`src/rtl/antfarm_pkg.sv`:
```
// Shared definitions for the ant farm tile map: tile codes, owner tags and
// the sequencer state encoding used by tile_map_arbiter.
package antfarm_pkg;

  localparam logic [2:0] TILE_EMPTY  = 3'd0;
  localparam logic [2:0] TILE_AIR    = 3'd1;
  localparam logic [2:0] TILE_DIRT   = 3'd2;
  localparam logic [2:0] TILE_GROUND = 3'd3;
  localparam logic [2:0] TILE_QUEEN  = 3'd4;
  localparam logic [2:0] TILE_WALL   = 3'd5;
  localparam logic [2:0] TILE_ERROR  = 3'd6;
  localparam logic [2:0] TILE_TUNNEL = 3'd7;

  // Who owns the read data returning from the RAM this cycle
  typedef enum logic [1:0] {
    OWN_NONE = 2'd0,
    OWN_RD   = 2'd1,
    OWN_ANT  = 2'd2
  } owner_t;

  typedef enum logic {
    ST_INIT = 1'b0,
    ST_RUN  = 1'b1
  } arb_state_t;

endpackage

```
`src/rtl/tile_map_filler.sv`:
```
// Scenario fill sequencer: walks the map row by row and produces one tile
// write per advance. The address is a running counter kept alongside
// row/col so no multiplier is needed.
module tile_map_filler
  import antfarm_pkg::*;
#(
  parameter int MAP_W      = 32,
  parameter int MAP_H      = 24,
  parameter int ADDR_W     = 10,
  parameter int GROUND_ROW = 8
) (
  input  logic              clk,
  input  logic              rst,
  input  logic              adv,
  output logic              wr_en,
  output logic [ADDR_W-1:0] wr_addr,
  output logic [2:0]        wr_tile,
  output logic              done
);

  localparam int ROW_W = (MAP_H > 1) ? $clog2(MAP_H) : 1;
  localparam int COL_W = $clog2(MAP_W);

  localparam logic [ROW_W-1:0] ROW_LAST  = ROW_W'(MAP_H - 1);
  localparam logic [ROW_W-1:0] ROW_GND   = ROW_W'(GROUND_ROW);
  localparam logic [ROW_W-1:0] ROW_QUEEN = ROW_W'(GROUND_ROW + 1);
  localparam logic [COL_W-1:0] COL_LAST  = COL_W'(MAP_W - 1);
  localparam logic [COL_W-1:0] COL_QUEEN = COL_W'(MAP_W / 2);

  logic [ROW_W-1:0]  row;
  logic [COL_W-1:0]  col;
  logic [ADDR_W-1:0] addr;

  // Tile precedence: walls first, then the queen, then the layered scenery
  function automatic logic [2:0] tile_at(input logic [ROW_W-1:0] r,
                                         input logic [COL_W-1:0] c);
    logic [2:0] t;
    if (c == '0 || c == COL_LAST)            t = TILE_WALL;
    else if (r == ROW_QUEEN && c == COL_QUEEN) t = TILE_QUEEN;
    else if (r < ROW_GND)                      t = TILE_AIR;
    else if (r == ROW_GND)                     t = TILE_GROUND;
    else                                       t = TILE_DIRT;
    return t;
  endfunction

  assign done    = (row == ROW_LAST) && (col == COL_LAST);
  assign wr_en   = adv;
  assign wr_addr = addr;
  assign wr_tile = tile_at(row, col);

  // Row/column/address walk; everything wraps back to cell 0 after the last cell
  always_ff @(posedge clk) begin
    if (rst) begin
      row  <= '0;
      col  <= '0;
      addr <= '0;
    end else if (adv) begin
      addr <= done ? '0 : addr + 1'b1;
      if (col == COL_LAST) begin
        col <= '0;
        row <= (row == ROW_LAST) ? '0 : row + 1'b1;
      end else begin
        col <= col + 1'b1;
      end
    end
  end

endmodule

```
`src/rtl/tile_map_arbiter.sv`:
```
// Tile map RAM owner: fills the map after reset, then arbitrates the single
// RAM port between the VGA renderer (priority) and the ant update engine.
// Optional build macro: TILE_ARB_STARVE_EN adds a starvation guard that lets
// the ant engine through after STARVE_MAX consecutive renderer wins.
//
// state   | meaning
// --------+---------------------------------------------------
// ST_INIT | scenario fill, one cell written per cycle, no grants
// ST_RUN  | arbitration between renderer and ant engine
module tile_map_arbiter
  import antfarm_pkg::*;
#(
  parameter int MAP_W      = 32,
  parameter int MAP_H      = 24,
  parameter int ADDR_W     = 10,
  parameter int GROUND_ROW = 8,
  parameter int STARVE_MAX = 4
) (
  input  logic              clk,
  input  logic              rst,
  output logic              ram_en,
  output logic              ram_we,
  output logic [ADDR_W-1:0] ram_addr,
  output logic [2:0]        ram_wdata,
  input  logic [2:0]        ram_rdata,
  input  logic              rd_req,
  input  logic [ADDR_W-1:0] rd_addr,
  output logic              rd_gnt,
  output logic              rd_valid,
  output logic [2:0]        rd_data,
  input  logic              ant_req,
  input  logic              ant_we,
  input  logic [ADDR_W-1:0] ant_addr,
  input  logic [2:0]        ant_wdata,
  output logic              ant_gnt,
  output logic              ant_valid,
  output logic [2:0]        ant_rdata,
  output logic              init_done
);

  arb_state_t state, state_next;
  owner_t     owner;
  logic       starve_due;

  logic              fill_wr_en;
  logic [ADDR_W-1:0] fill_addr;
  logic [2:0]        fill_tile;
  logic              fill_done;

  tile_map_filler #(
    .MAP_W      (MAP_W),
    .MAP_H      (MAP_H),
    .ADDR_W     (ADDR_W),
    .GROUND_ROW (GROUND_ROW)
  ) u_filler (
    .clk     (clk),
    .rst     (rst),
    .adv     (state == ST_INIT),
    .wr_en   (fill_wr_en),
    .wr_addr (fill_addr),
    .wr_tile (fill_tile),
    .done    (fill_done)
  );

`ifdef TILE_ARB_STARVE_EN
  localparam int STARVE_W = $clog2(STARVE_MAX + 1);
  logic [STARVE_W-1:0] starve_cnt;

  assign starve_due = (starve_cnt == STARVE_W'(STARVE_MAX));

  // Count renderer wins while the ant engine waits; any ant win or idle ant clears it
  always_ff @(posedge clk) begin
    if (rst) begin
      starve_cnt <= '0;
    end else if (!ant_req || ant_gnt) begin
      starve_cnt <= '0;
    end else if (rd_gnt) begin
      starve_cnt <= starve_cnt + 1'b1;
    end
  end
`else
  // Strict renderer priority; the limit only matters when the guard is built in
  assign starve_due = (STARVE_MAX < 0);
`endif

  // Sequencer state register and sticky fill-complete flag
  always_ff @(posedge clk) begin
    if (rst) begin
      state     <= ST_INIT;
      init_done <= 1'b0;
    end else begin
      state <= state_next;
      if (state_next == ST_RUN) init_done <= 1'b1;
    end
  end

  // Next state plus RAM port steering; everything is quiet while rst is high
  always_comb begin
    state_next = state;
    ram_en     = 1'b0;
    ram_we     = 1'b0;
    ram_addr   = '0;
    ram_wdata  = '0;
    rd_gnt     = 1'b0;
    ant_gnt    = 1'b0;
    if (!rst) begin
      case (state)
        ST_INIT: begin
          ram_en    = fill_wr_en;
          ram_we    = fill_wr_en;
          ram_addr  = fill_addr;
          ram_wdata = fill_tile;
          if (fill_done) state_next = ST_RUN;
        end
        ST_RUN: begin
          if (rd_req && !starve_due) begin
            rd_gnt   = 1'b1;
            ram_en   = 1'b1;
            ram_addr = rd_addr;
          end else if (ant_req) begin
            ant_gnt   = 1'b1;
            ram_en    = 1'b1;
            ram_we    = ant_we;
            ram_addr  = ant_addr;
            ram_wdata = ant_wdata;
          end
        end
      endcase
    end
  end

  // Tag the owner of next cycle's read data; ant writes return nothing
  always_ff @(posedge clk) begin
    if (rst) begin
      owner <= OWN_NONE;
    end else if (rd_gnt) begin
      owner <= OWN_RD;
    end else if (ant_gnt && !ant_we) begin
      owner <= OWN_ANT;
    end else begin
      owner <= OWN_NONE;
    end
  end

  assign rd_valid  = (owner == OWN_RD);
  assign ant_valid = (owner == OWN_ANT);
  assign rd_data   = rd_valid  ? ram_rdata : 3'd0;
  assign ant_rdata = ant_valid ? ram_rdata : 3'd0;

endmodule

```
`config.mk`:
```
export PLATFORM = sky130hd
export DESIGN_NAME = tile_map_arbiter
export DESIGN_NICKNAME = d
export VERILOG_FILES = /design/src/rtl/antfarm_pkg.sv /design/src/rtl/tile_map_filler.sv /design/src/rtl/tile_map_arbiter.sv
export SDC_FILE = /design/constraint.sdc
export NUM_CORES = 1
export LEC_CHECK = 0
export BUFFER_PORTS_ARGS = -buffer_cell sky130_fd_sc_hd__buf_4
export CORE_ASPECT_RATIO = 2
export CORE_UTILIZATION = 52
export DETAILED_ROUTE_END_ITERATION = 10
export GPL_TIMING_DRIVEN = 0
export HOLD_SLACK_MARGIN = 0.02
export PLACE_DENSITY_LB_ADDON = 0.3
export SLEW_MARGIN = 10
export SYNTH_ARGS = -nofsm -noshare
export SYNTH_HDL_FRONTEND = slang
export SYNTH_SLANG_ARGS = --single-unit
```
`constraint.sdc`:
```
create_clock -name clk -period 3.9 [get_ports clk]
set_input_delay 0.39 -clock clk [delete_from_list [all_inputs] [get_ports clk]]
set_output_delay 0.39 -clock clk [all_outputs]
set_load 0.1 [all_outputs]
```
==> summary.txt <==
STA
  • Min Tclk post-route: 2.24 ns
  • Hold slack: 0.267 ns
  • Setup violators final: 0
  • Fmax: 446 MHz
  • Post-route clock period utilization: 57.5%
  • Final hold violations: 0
  • Setup WS post-layout: approximately 1.7 ns
  • Slew Viols, Final: 0
  • Worst slew pin tran: 0.492 ns
  • Final setup TNS: 0 ns
  • Unrepaired setup endpoints after global routing: no
  • Worst Clk Skew: 0.00440 ns
  • Max-Slew Margin vs Limit: between 60% and 70%

Yosys
  • Cells after synthesis: 190
  • Top cells by count, synth: 24 x dfxtp_1, 18 x nand2_1, 18 x nor2_1, 18 x nor2b_1, 17 x a21oi_1
  • Syn Nets: 228
  • Mapped cell area: 1510 µm²
  • Synth area leaders: dfxtp_1 32%, nor2b_1 7.5%, ha_1 5.8%, a21oi_1 5.7%, o21ai_0 4.7%
  • Syn Area/Cell: about 7.9 µm²
  • Synth Flop Type: dfxtp_1
  • Number of synthesized flops with an enable pin: 0
  • Post-synth cell types: 38
  • Post-synth top area share: 31.9%
  • Top-count cell post-synth: dfxtp_1
  • Register area share after synthesis: 31.9%
  • Async set-reset flop share out of synthesis: 0%
  • Yosys reg bits: 24
  • Ys Warns: 0
  • Cell taking the most area after synthesis: dfxtp_1

Critical path
  • CP Launch Type: flop
  • CP arrival: 1.85 ns
  • R2r startpoint: u_filler.col[0]
  • Worst reg-to-reg path cell count: 7
  • Largest fanout on the critical path: 6
  • R2R Setup Slk: ~1.9 ns
  • Slowest stage cell, crit path: a2111oi_0
  • Req. time, crit path: 3.51 ns
  • Reg2reg end: u_filler.row[3]
  • CP endpoint kind: primary output
  • Critical path class: flop to primary output
  • Critical Path Max Stage Delay: ~0.43 ns
  • Critical path, cell by cell: inv_1, ha_1, nand2b_1, a2111oi_0, a221o_1, buf_4

Routing
  • DR WL met3: 103 µm
  • Drt first pass iters: 4
  • Vias/cell: 5.56
  • Met1 wire length: about 1400 µm
  • Post-route ant nets: 0
  • Avg WL per Cell: 14.0 µm
  • Total vias in the final route: around 1600
  • Met2 WL: approximately 2300 µm
  • Initial DRC Count: 30
  • Final Routed Wirelength: about 4000 µm
  • DR top layer: met4
  • # DRC: 0

Die
  • Die Y: a little under 80 µm
  • Initial core utilization: 55.0%
  • Die X: around 40 µm
  • Full die area: 3130 µm²
  • Core area: 2740 µm²
  • IO Pins: between 50 and 60
  • Site Rows: 27

Layout
  • Fraction of layout cells with a size suffix above 1: 28.8%
  • Nets: 289
  • Antenna fix cells: 0
  • FF/Latch Area: 480 µm²
  • Design area: 2020 µm²
  • Fillers: 240
  • Layout area overhead: 34.0%
  • Multi-input logic area: between 900 and 1000 µm²

Hold path
  • Worst hold start: ant_we
  • Worst hold stages: 2
  • Hold worst-path end: owner[1]
  • Min-Delay Path Class: input pin to flop

Clocking
  • Clk buf depth: 2
  • Root Buffer: clkbuf_8
  • # hold bufs at CTS: 0
  • Clk_lat worst skew: 0.28 ns
  • H-tree levels: 1
  • CTS tree: built
  • Clock transition at path regs: around 0.090 ns
  • CTS resizes: 0
  • Sink Count: 24
  • TritonCTS Buffers: 3
  • Postcts setup bufs: 0

Power
  • PD cells: 266 nW/µm²
  • VDD IR-drop max: slightly above 200 µV
  • Pleak: 0.930 nW

Place
  • Dpl ws: about 1.8 ns
  • Detailed Place HPWL: 2950 µm
  • IO buf count: 56
  • Area post-placement: 1960 µm²
  • GP Congestion: 0.794

GRT
  • First-pass GRT wire length: 6210 µm
  • Vias in the first global route: 1412
  • Largest net degree at the start of global routing: 14
  • Remaining global-route overflow: 0
  • Gr usage total: 27.8%
  • Initial antenna violation count: 0

Flow run
  • Max cap viols: 0

Outcome
  • Status: complete, no violations
[critical path: cells and delay by family, from the launching register on]
family	cells	cell delay, ns
buf+inv	2	0.36
compound gates	2	0.64
flops	1	0.38
simple gates	1	0.06
fa+ha+maj	1	0.14
[worst max-delay path by stage]
stage               slack [ns]       startpoint  cells past startpoint           end
floorplan                 0.44  u_filler.row[1]                      6  ram_wdata[1]
global placement          1.87              rst                      5   ram_addr[6]
detailed placement        1.82              rst                      5   ram_addr[4]
CTS                       1.63  u_filler.row[0]                      6  ram_wdata[0]
global route              1.50            state                      6   ram_addr[6]
finish                    1.66  u_filler.row[0]                      6  ram_wdata[0]
[cells in the final DEF (no fill, tap or decap), types with 4 or more instances in the layout]
cell,n
xor2_1,6
nor2_1,18
ha_1,7
buf_2,5
clkbuf_1,4
buf_4,56
nand3b_1,4
nand2_1,18
nand3_1,5
o21ai_0,14
and2_1,7
inv_1,5
dfxtp_1,24
nor2b_1,18
clkbuf_8,4
a21oi_1,17
[flip-flops by register name, summed over array words and instances, names as in the netlist]
signal / count
state: 1
u_filler.col: 5
u_filler.row: 5
owner: 2
u_filler.wr_addr: 10
init_done: 1
[report_power, final]
part / switching, mW / internal, mW
sequential: 0.00667 / 0.250
combinational: 0.0634 / 0.0400
clock: 0.0849 / 0.0906
[logic make-up after synthesis]
group	after synthesis	share of synthesized area, %
and+or+nand+nor	94	36.7
AOI/OAI and AO/OA	39	14.5
DFF	24	31.9
buffers and inverters	14	3.91
xor gates and xnor gates	9	5.24
adders and majority gates	7	5.82
muxes	3	2.00
[metal layers]
| metal | vias up | GRT usage, % |
|---|---|---|
| met5 | - | 0 |
| met4 | 0 | 13.1 |
| met3 | 5 | 2.82 |
| met2 | 36 | 50.0 |
| met1 | 735 | 28.7 |
| li1 | 775 | - |
[layout make-up]
class | count | area share, %
plain buffers | 9 | 1.99
multi-input cells | 152 | 47.9
inverters | 5 | 0.931
flip-flops and latches | 24 | 23.8
clock buffers | 4 | 2.73
well taps | 29 | 1.80
repair buffers | 56 | 20.8
[stage by stage]
stage	utilization [%]	power [mW]	cells
6_report	73.7	0.536	279
2_1_floorplan	-	0.325	190
3_3_place_gp	71.7	0.363	275
5_1_grt	73.7	0.551	279
4_1_cts	73.7	0.538	279
3_5_place_dp	71.7	0.366	275
Note: power is estimated with default switching activity, not from simulation.
